$ cat config.mk
export PLATFORM = sky130hd
export DESIGN_NAME = tile_flush_scheduler
export DESIGN_NICKNAME = d
export VERILOG_FILES = /design/src/rtl/tile_sched_pkg.sv /design/src/rtl/tile_addr_gen.sv /design/src/rtl/tile_flush_scheduler.sv
export SDC_FILE = /design/constraint.sdc
export NUM_CORES = 1
export LEC_CHECK = 0
export BUFFER_PORTS_ARGS = -buffer_cell sky130_fd_sc_hd__buf_2
export CAP_MARGIN = 0
export CORE_ASPECT_RATIO = 0.5
export CORE_MARGIN = 1
export CORE_UTILIZATION = 49
export CTS_CLUSTER_SIZE = 28
export DETAILED_ROUTE_END_ITERATION = 16
export PLACE_DENSITY = 0.75
export REMOVE_ABC_BUFFERS = 1
export SYNTH_ARGS = -nofsm -noshare
export SYNTH_HDL_FRONTEND = slang
export SYNTH_SLANG_ARGS = --single-unit
export TNS_END_PERCENT = 5
$ cat constraint.sdc
create_clock -name gpu_clk -period 6.1 [get_ports gpu_clk]
set_input_delay 0.61 -clock gpu_clk [delete_from_list [all_inputs] [get_ports gpu_clk]]
set_output_delay 0.61 -clock gpu_clk [all_outputs]
set_load 0.02 [all_outputs]
$ cat src/rtl/tile_sched_pkg.sv
// Shared types and constants for the tile flush scheduler: FSM state encoding,
// tile geometry (64 B x 32 rows) and the default coordinate width.
package tile_sched_pkg;

    localparam int COORD_W_DEFAULT = 8;
    localparam int TILE_ROW_BYTES  = 64;
    localparam int TILE_ROWS_LOG2  = 5;

    typedef enum logic [2:0] {
        S_IDLE,
        S_WAIT_TILE,
        S_START,
        S_DRAIN,
        S_FLUSH,
        S_DONE
    } sched_state_e;

    // Byte distance between vertically adjacent tiles; the shifted stride is
    // widened to 32 bits first so the add wraps modulo 2^32.
    function automatic logic [31:0] tile_row_step(input logic [15:0] stride);
        return {16'd0, stride} << TILE_ROWS_LOG2;
    endfunction

endpackage

$ cat src/rtl/tile_addr_gen.sv
// Tile walker: row-major tile coordinates plus the matching framebuffer byte
// address of the current tile, with a flag marking the final tile of the frame.
module tile_addr_gen
    import tile_sched_pkg::*;
#(
    parameter int COORD_W = COORD_W_DEFAULT
) (
    input  logic               clk,
    input  logic               rst,
    input  logic               init,
    input  logic               advance,
    input  logic [31:0]        fb_base,
    input  logic [15:0]        fb_stride,
    input  logic [COORD_W-1:0] tiles_x,
    input  logic [COORD_W-1:0] tiles_y,
    output logic [COORD_W-1:0] tile_x,
    output logic [COORD_W-1:0] tile_y,
    output logic [31:0]        addr,
    output logic               last
);

    logic [31:0] row_base;
    logic [31:0] next_row_base;
    logic        row_end;

    assign row_end       = (tile_x == tiles_x - COORD_W'(1));
    assign last          = row_end && (tile_y == tiles_y - COORD_W'(1));
    assign next_row_base = row_base + tile_row_step(fb_stride);

    // The final tile does not move the walker; coordinates stay put until the
    // next frame is initialised.
    always_ff @(posedge clk) begin
        // NOTE: state registers use non-blocking assignments so every flop
        // samples pre-edge values regardless of statement order.
        if (rst) begin
            tile_x   <= '0;
            tile_y   <= '0;
            row_base <= '0;
            addr     <= '0;
        end else if (init) begin
            tile_x   <= '0;
            tile_y   <= '0;
            row_base <= fb_base;
            addr     <= fb_base;
        end else if (advance && !last) begin
            if (row_end) begin
                tile_x   <= '0;
                tile_y   <= tile_y + COORD_W'(1);
                row_base <= next_row_base;
                addr     <= next_row_base;
            end else begin
                tile_x <= tile_x + COORD_W'(1);
                addr   <= addr + 32'(TILE_ROW_BYTES);
            end
        end
    end

endmodule

$ cat src/rtl/tile_flush_scheduler.sv
// Frame sequencer for the tile write-back path: walks tiles, starts the writer,
// recycles the tile RAM and reports frame completion once the writer drains.
// Optional TILE_SCHED_PERF_EN adds wait/drain cycle counters.
module tile_flush_scheduler
    import tile_sched_pkg::*;
#(
    parameter int COORD_W = COORD_W_DEFAULT
) (
    input  logic               gpu_clk,
    input  logic               gpu_rst,
    input  logic               frame_start,
    input  logic [31:0]        fb_base,
    input  logic [15:0]        fb_stride,
    input  logic [COORD_W-1:0] tiles_x,
    input  logic [COORD_W-1:0] tiles_y,
    output logic               busy,
    output logic               frame_done,
    output logic [COORD_W-1:0] tile_x,
    output logic [COORD_W-1:0] tile_y,
    input  logic               tile_valid,
    output logic               tile_ready,
    output logic               writer_start,
    output logic [31:0]        writer_addr,
    output logic [15:0]        writer_stride,
    input  logic               writer_reading,
    input  logic               writer_flushed
`ifdef TILE_SCHED_PERF_EN
    ,
    output logic [31:0]        perf_wait_cycles,
    output logic [31:0]        perf_drain_cycles
`endif
);

    sched_state_e state, next_state;

    logic               accept;
    logic               init;
    logic               drain_done;
    logic               drain_first;
    logic               empty_frame;
    logic               last_tile;
    logic [COORD_W-1:0] tiles_x_q;
    logic [COORD_W-1:0] tiles_y_q;

    always_comb begin
        // NOTE: every combinational output gets a default first so no path
        // through the case leaves a value unassigned (which would infer a latch).
        next_state = state;
        accept     = 1'b0;
        init       = 1'b0;
        drain_done = 1'b0;
        case (state)
            S_IDLE: begin
                if (frame_start) begin
                    accept = 1'b1;
                    if (tiles_x == '0 || tiles_y == '0) begin
                        next_state = S_DONE;
                    end else begin
                        init       = 1'b1;
                        next_state = S_WAIT_TILE;
                    end
                end
            end
            S_WAIT_TILE: begin
                if (tile_valid) next_state = S_START;
            end
            S_START: next_state = S_DRAIN;
            S_DRAIN: begin
                // The writer raises writer_reading one cycle after start, so the
                // first drain cycle must not treat a low level as "done".
                if (!drain_first && !writer_reading) begin
                    drain_done = 1'b1;
                    next_state = last_tile ? S_FLUSH : S_WAIT_TILE;
                end
            end
            S_FLUSH: begin
                if (writer_flushed) next_state = S_DONE;
            end
            S_DONE:  next_state = S_IDLE;
            default: next_state = S_IDLE;
        endcase
    end

    // Outputs are flops decoded from the next state so they align with it.
    always_ff @(posedge gpu_clk) begin
        if (gpu_rst) begin
            state         <= S_IDLE;
            busy          <= 1'b0;
            frame_done    <= 1'b0;
            tile_ready    <= 1'b0;
            writer_start  <= 1'b0;
            writer_stride <= '0;
            drain_first   <= 1'b0;
            empty_frame   <= 1'b0;
            tiles_x_q     <= '0;
            tiles_y_q     <= '0;
        end else begin
            state        <= next_state;
            busy         <= (next_state != S_IDLE);
            writer_start <= (next_state == S_START);
            tile_ready   <= drain_done;
            drain_first  <= (state == S_START);
            // A flushed frame reports in its S_DONE cycle; an empty frame passes
            // through S_DONE first and reports on the cycle after it.
            frame_done   <= (state == S_FLUSH && writer_flushed) ||
                            (state == S_DONE && empty_frame);
            if (accept) begin
                empty_frame <= (tiles_x == '0 || tiles_y == '0);
            end
            if (init) begin
                tiles_x_q     <= tiles_x;
                tiles_y_q     <= tiles_y;
                writer_stride <= fb_stride;
            end
        end
    end

    tile_addr_gen #(
        .COORD_W (COORD_W)
    ) u_addr_gen (
        .clk       (gpu_clk),
        .rst       (gpu_rst),
        .init      (init),
        .advance   (drain_done),
        .fb_base   (fb_base),
        .fb_stride (writer_stride),
        .tiles_x   (tiles_x_q),
        .tiles_y   (tiles_y_q),
        .tile_x    (tile_x),
        .tile_y    (tile_y),
        .addr      (writer_addr),
        .last      (last_tile)
    );

`ifdef TILE_SCHED_PERF_EN
    always_ff @(posedge gpu_clk) begin
        if (gpu_rst || accept) begin
            perf_wait_cycles  <= '0;
            perf_drain_cycles <= '0;
        end else begin
            if (state == S_WAIT_TILE && perf_wait_cycles != '1) begin
                perf_wait_cycles <= perf_wait_cycles + 32'd1;
            end
            if ((state == S_DRAIN || state == S_FLUSH) && perf_drain_cycles != '1) begin
                perf_drain_cycles <= perf_drain_cycles + 32'd1;
            end
        end
    end
`endif

endmodule

==> qor.csv <==
stage,metric,value,unit
drt,num_vias,7069,
logic_synthesis,ys_ff_latch,121,
drt,drc,0,
power,p_clk_share,44.3,%
sta,relSlewSlack,28.8,%
sta,fin_skew,0.00805,ns
sta,timing.fmax,0.287,GHz
cells_and_area,stdcell_count,1223,
floorplanning,die_y,86.6,um
clock_tree,cts_resized,0,
grt,gr-total-overflow,0,
worst_setup_path,slowest_delay,0.92,ns
grt,grt_pass1_wl,31700,um
cells_and_area,drive_gt1_share,18.7,%
clock_tree,cts_tree,done,
floorplanning,core_area,13700,um^2
floorplanning,die_w,171,um
cells_and_area,nNetsFinal,1110,
sta,setup_viol,0,
clock_tree,h-tree-depth,4,
cells_and_area,mostFrequentLayoutCell,nand2_1,
worst_setup_path,crit_path_end_kind,flop,
worst_setup_path,cp.required,6.39,ns
sta,setup_tns,0,ns
grt,grt_usage,26.9,%
sta,final.min_clock_period,3.49,ns
worst_setup_path,cp_max_fo,56,
worst_setup_path,critPathTopFamily,simple AND/OR/NAND/NOR gates,
power,leakage,3.60,nW
grt,grt_max_degree,71,
logic_synthesis,synth_area,7010,um^2
logic_synthesis,avgSynthCellArea,7.64,um^2
drt,post_drt_via_cell_ratio,5.78,
grt,grt_pass1_vias,6460,
floorplanning,dieArea,14800,um^2
worst_setup_path,startpoint_type,flop,
logic_synthesis,async_flop_share,0,%
place,numPortBuffers,137,
clock_tree,numCtsBuffers,17,
clock_tree,clk_pin_slew,0.06,ns
cells_and_area,layout_common_cells,"nand2_1 (172), buf_2 (136), dfxtp_1 (121), a21oi_1 (95), nor2_1 (77)",
power,p_switching,0.715,mW
logic_synthesis,ys_seq_area_share,34.6,%
status,outcome,"complete, no violations",
sta,slew_violations,0,
power,sw_frac_of_total,29.4,%
drt,final_antenna_net_count,0,
sta,tightestPinTransition,1.06,ns
clock_tree,cts.root.buffer_cell,clkbuf_16,
sta,rsz0062_at_grt,false,
clock_tree,clock_path_buffers,2,
power,comb_power_share,17.7,%
worst_setup_path,critPathKind,flop to flop,
min_path,hold_class,primary input to flop,
place,placed_area,7770,um^2
worst_setup_path,crit_arrival,3.78,ns
floorplanning,std_cell_rows,30,
logic_synthesis,synth_edf_count,0,
logic_synthesis,synth_cells,918,
worst_setup_path,path_cells,inv_1 -> ha_1 -> o21ba_2 -> a221oi_1 -> a31o_2 -> o2111ai_4 -> buf_4 -> nor3_4 -> and2_1 -> nand3_1 -> xor2_1 -> nor2_1,
logic_synthesis,ys_warn_count,0,
cells_and_area,syn_to_final_growth,19.7,%
clock_tree,cts_hold_buf,0,
drt,wire_per_inst,16.0,um
cells_and_area,design_area,8390,um^2
place,dp_hpwl,13000,um
clock_tree,cts_sinks,121,
power,seqPwrFrac,37.9,%
power,powerDensity,290,nW/um^2
place,post-place-cells,1191,
power,internal_power,1.72,mW
job,max_cap_violations,0,
place,gp_congestion,0.883,
grt,antenna_found_initial,0,
drt,finalWirelength,19500,um
clock_tree,cts_setup_buffers,0,
drt,firstDrtPassIters,5,
power,irDropWorstVdd,0.143,mV
logic_synthesis,ys_types,64,
floorplanning,ios,138,
clock_tree,clk-insertion-delay-late,0.42,ns
sta,fin_crit_sh,57.2,%
drt,drtIter0Drc,485,
sta,hold_viol_final,0,
floorplanning,start_util,51.0,%
worst_setup_path,cp.buffers_inverters,2,
logic_synthesis,synth_ff_type,dfxtp_1,
worst_setup_path,crit_slowest_cell,nor3_4,
cells_and_area,n_antenna_cell,0,
==> worst min-delay path, stage by stage <==
cell and delay, ns:
buf_2 0.09, nand2_1 0.04, a21oi_1 0.05
==> per-stage QoR <==
step                      hold slack, ns  worst slack (ns)  utilization, %  total power [mW]
after floorplan                    0.431              1.08               -              1.22
after global placement             0.442              2.67            56.6              1.35
after detailed placement           0.447              2.62            56.6              1.36
after CTS                          0.427              2.61            61.1              2.43
after global routing               0.435              2.37            61.1              2.53
final                              0.430              2.61            61.1              2.43
==> path summary, 6_finish.rpt <==
kind | startpoint | endpoint | slack (ns) | cells past startpoint
min | fb_stride[7] | writer_stride[7] | 0.43 | 3
min reg2reg | u_addr_gen.row_base[1] | u_addr_gen.row_base[1] | 0.45 | 2
max reg2reg | tiles_x_q[0] | u_addr_gen.tile_y[7] | 2.61 | 12
max | tiles_x_q[0] | u_addr_gen.tile_y[7] | 2.61 | 12
==> final cells by class <==
cell class	count	area (um^2)
clock inverters	12	173
fillers	1256	5340
repair buffers	144	741
flip-flops and latches	121	2420
multi-input cells	721	4320
clock buffers	20	447
well taps	192	240
inverters	13	48.8
==> per-layer routing <==
metal / routed length [um] / part of all wire, % / vias to the layer above / track usage (%)
li1: - / - / 3441 / -
met1: 9120 / 47 / 3313 / 36.7
met2: 8720 / 45 / 279 / 42.8
met3: 1380 / 7.0 / 36 / 5.11
met4: 310 / 1.6 / 0 / 9.50
met5: 0 / 0 / - / 0
==> registers in the layout (all words and copies together), names as in the netlist, 3 cells and up <==
| register | flops |
|---|---|
| u_addr_gen.tile_y | 8 |
| state | 3 |
| u_addr_gen.row_base | 32 |
| tiles_y_q | 8 |
| u_addr_gen.addr | 32 |
| tiles_x_q | 8 |
| u_addr_gen.tile_x | 8 |
| writer_stride | 16 |
==> power groups by stage <==
stage	clock (mW)	sequential, mW	combinational (mW)
2_1_floorplan	0	0.958	0.259
6_report	1.08	0.922	0.431
5_1_grt	1.12	0.931	0.477
4_1_cts	1.08	0.921	0.429
3_3_place_gp	0	0.933	0.414
3_5_place_dp	0	0.936	0.424
==> cells in the mapped netlist, types with 4 or more instances <==
cell      count  area share, %
clkbuf_1     52            2.8
a21o_1        9           0.96
o31ai_1       5           0.54
o211ai_1      6           0.64
a311oi_1     12            1.5
nor4_1        9           0.80
mux2i_1       9            1.3
nor3b_1       6           0.64
o21a_1        4           0.43
nand3_1      33            2.4
o21ai_0      23            1.6
o22ai_1       4           0.36
nand2_1     172            9.2
xnor2_1      30            3.7
a31oi_1      15            1.3
o221ai_1      4           0.50
o21bai_1     13            1.4
xor2_1       50            6.2
inv_1        13           0.70
and3_1       18            1.6
nor2_1       77            4.1
a21oi_1      95            6.8
buf_2         8           0.57
or2_2         4           0.36
dfxtp_1     121             35
nor2b_1       5           0.45
or3_1         5           0.45
a211oi_1     11            1.2
ha_1         21            3.7
nand4_1      13            1.2
nor3_1       21            1.5
==> kinds of logic after synthesis <==
kind of cell	count (synthesis)	share of synthesized area [%]
compound gates	226	20.5
buf+inv	76	4.32
simple gates	384	25.3
flops	121	34.6
xor+xnor	80	9.99
fa+ha+maj	22	4.03
mux	9	1.29
Power figures use the tool's default switching activity.
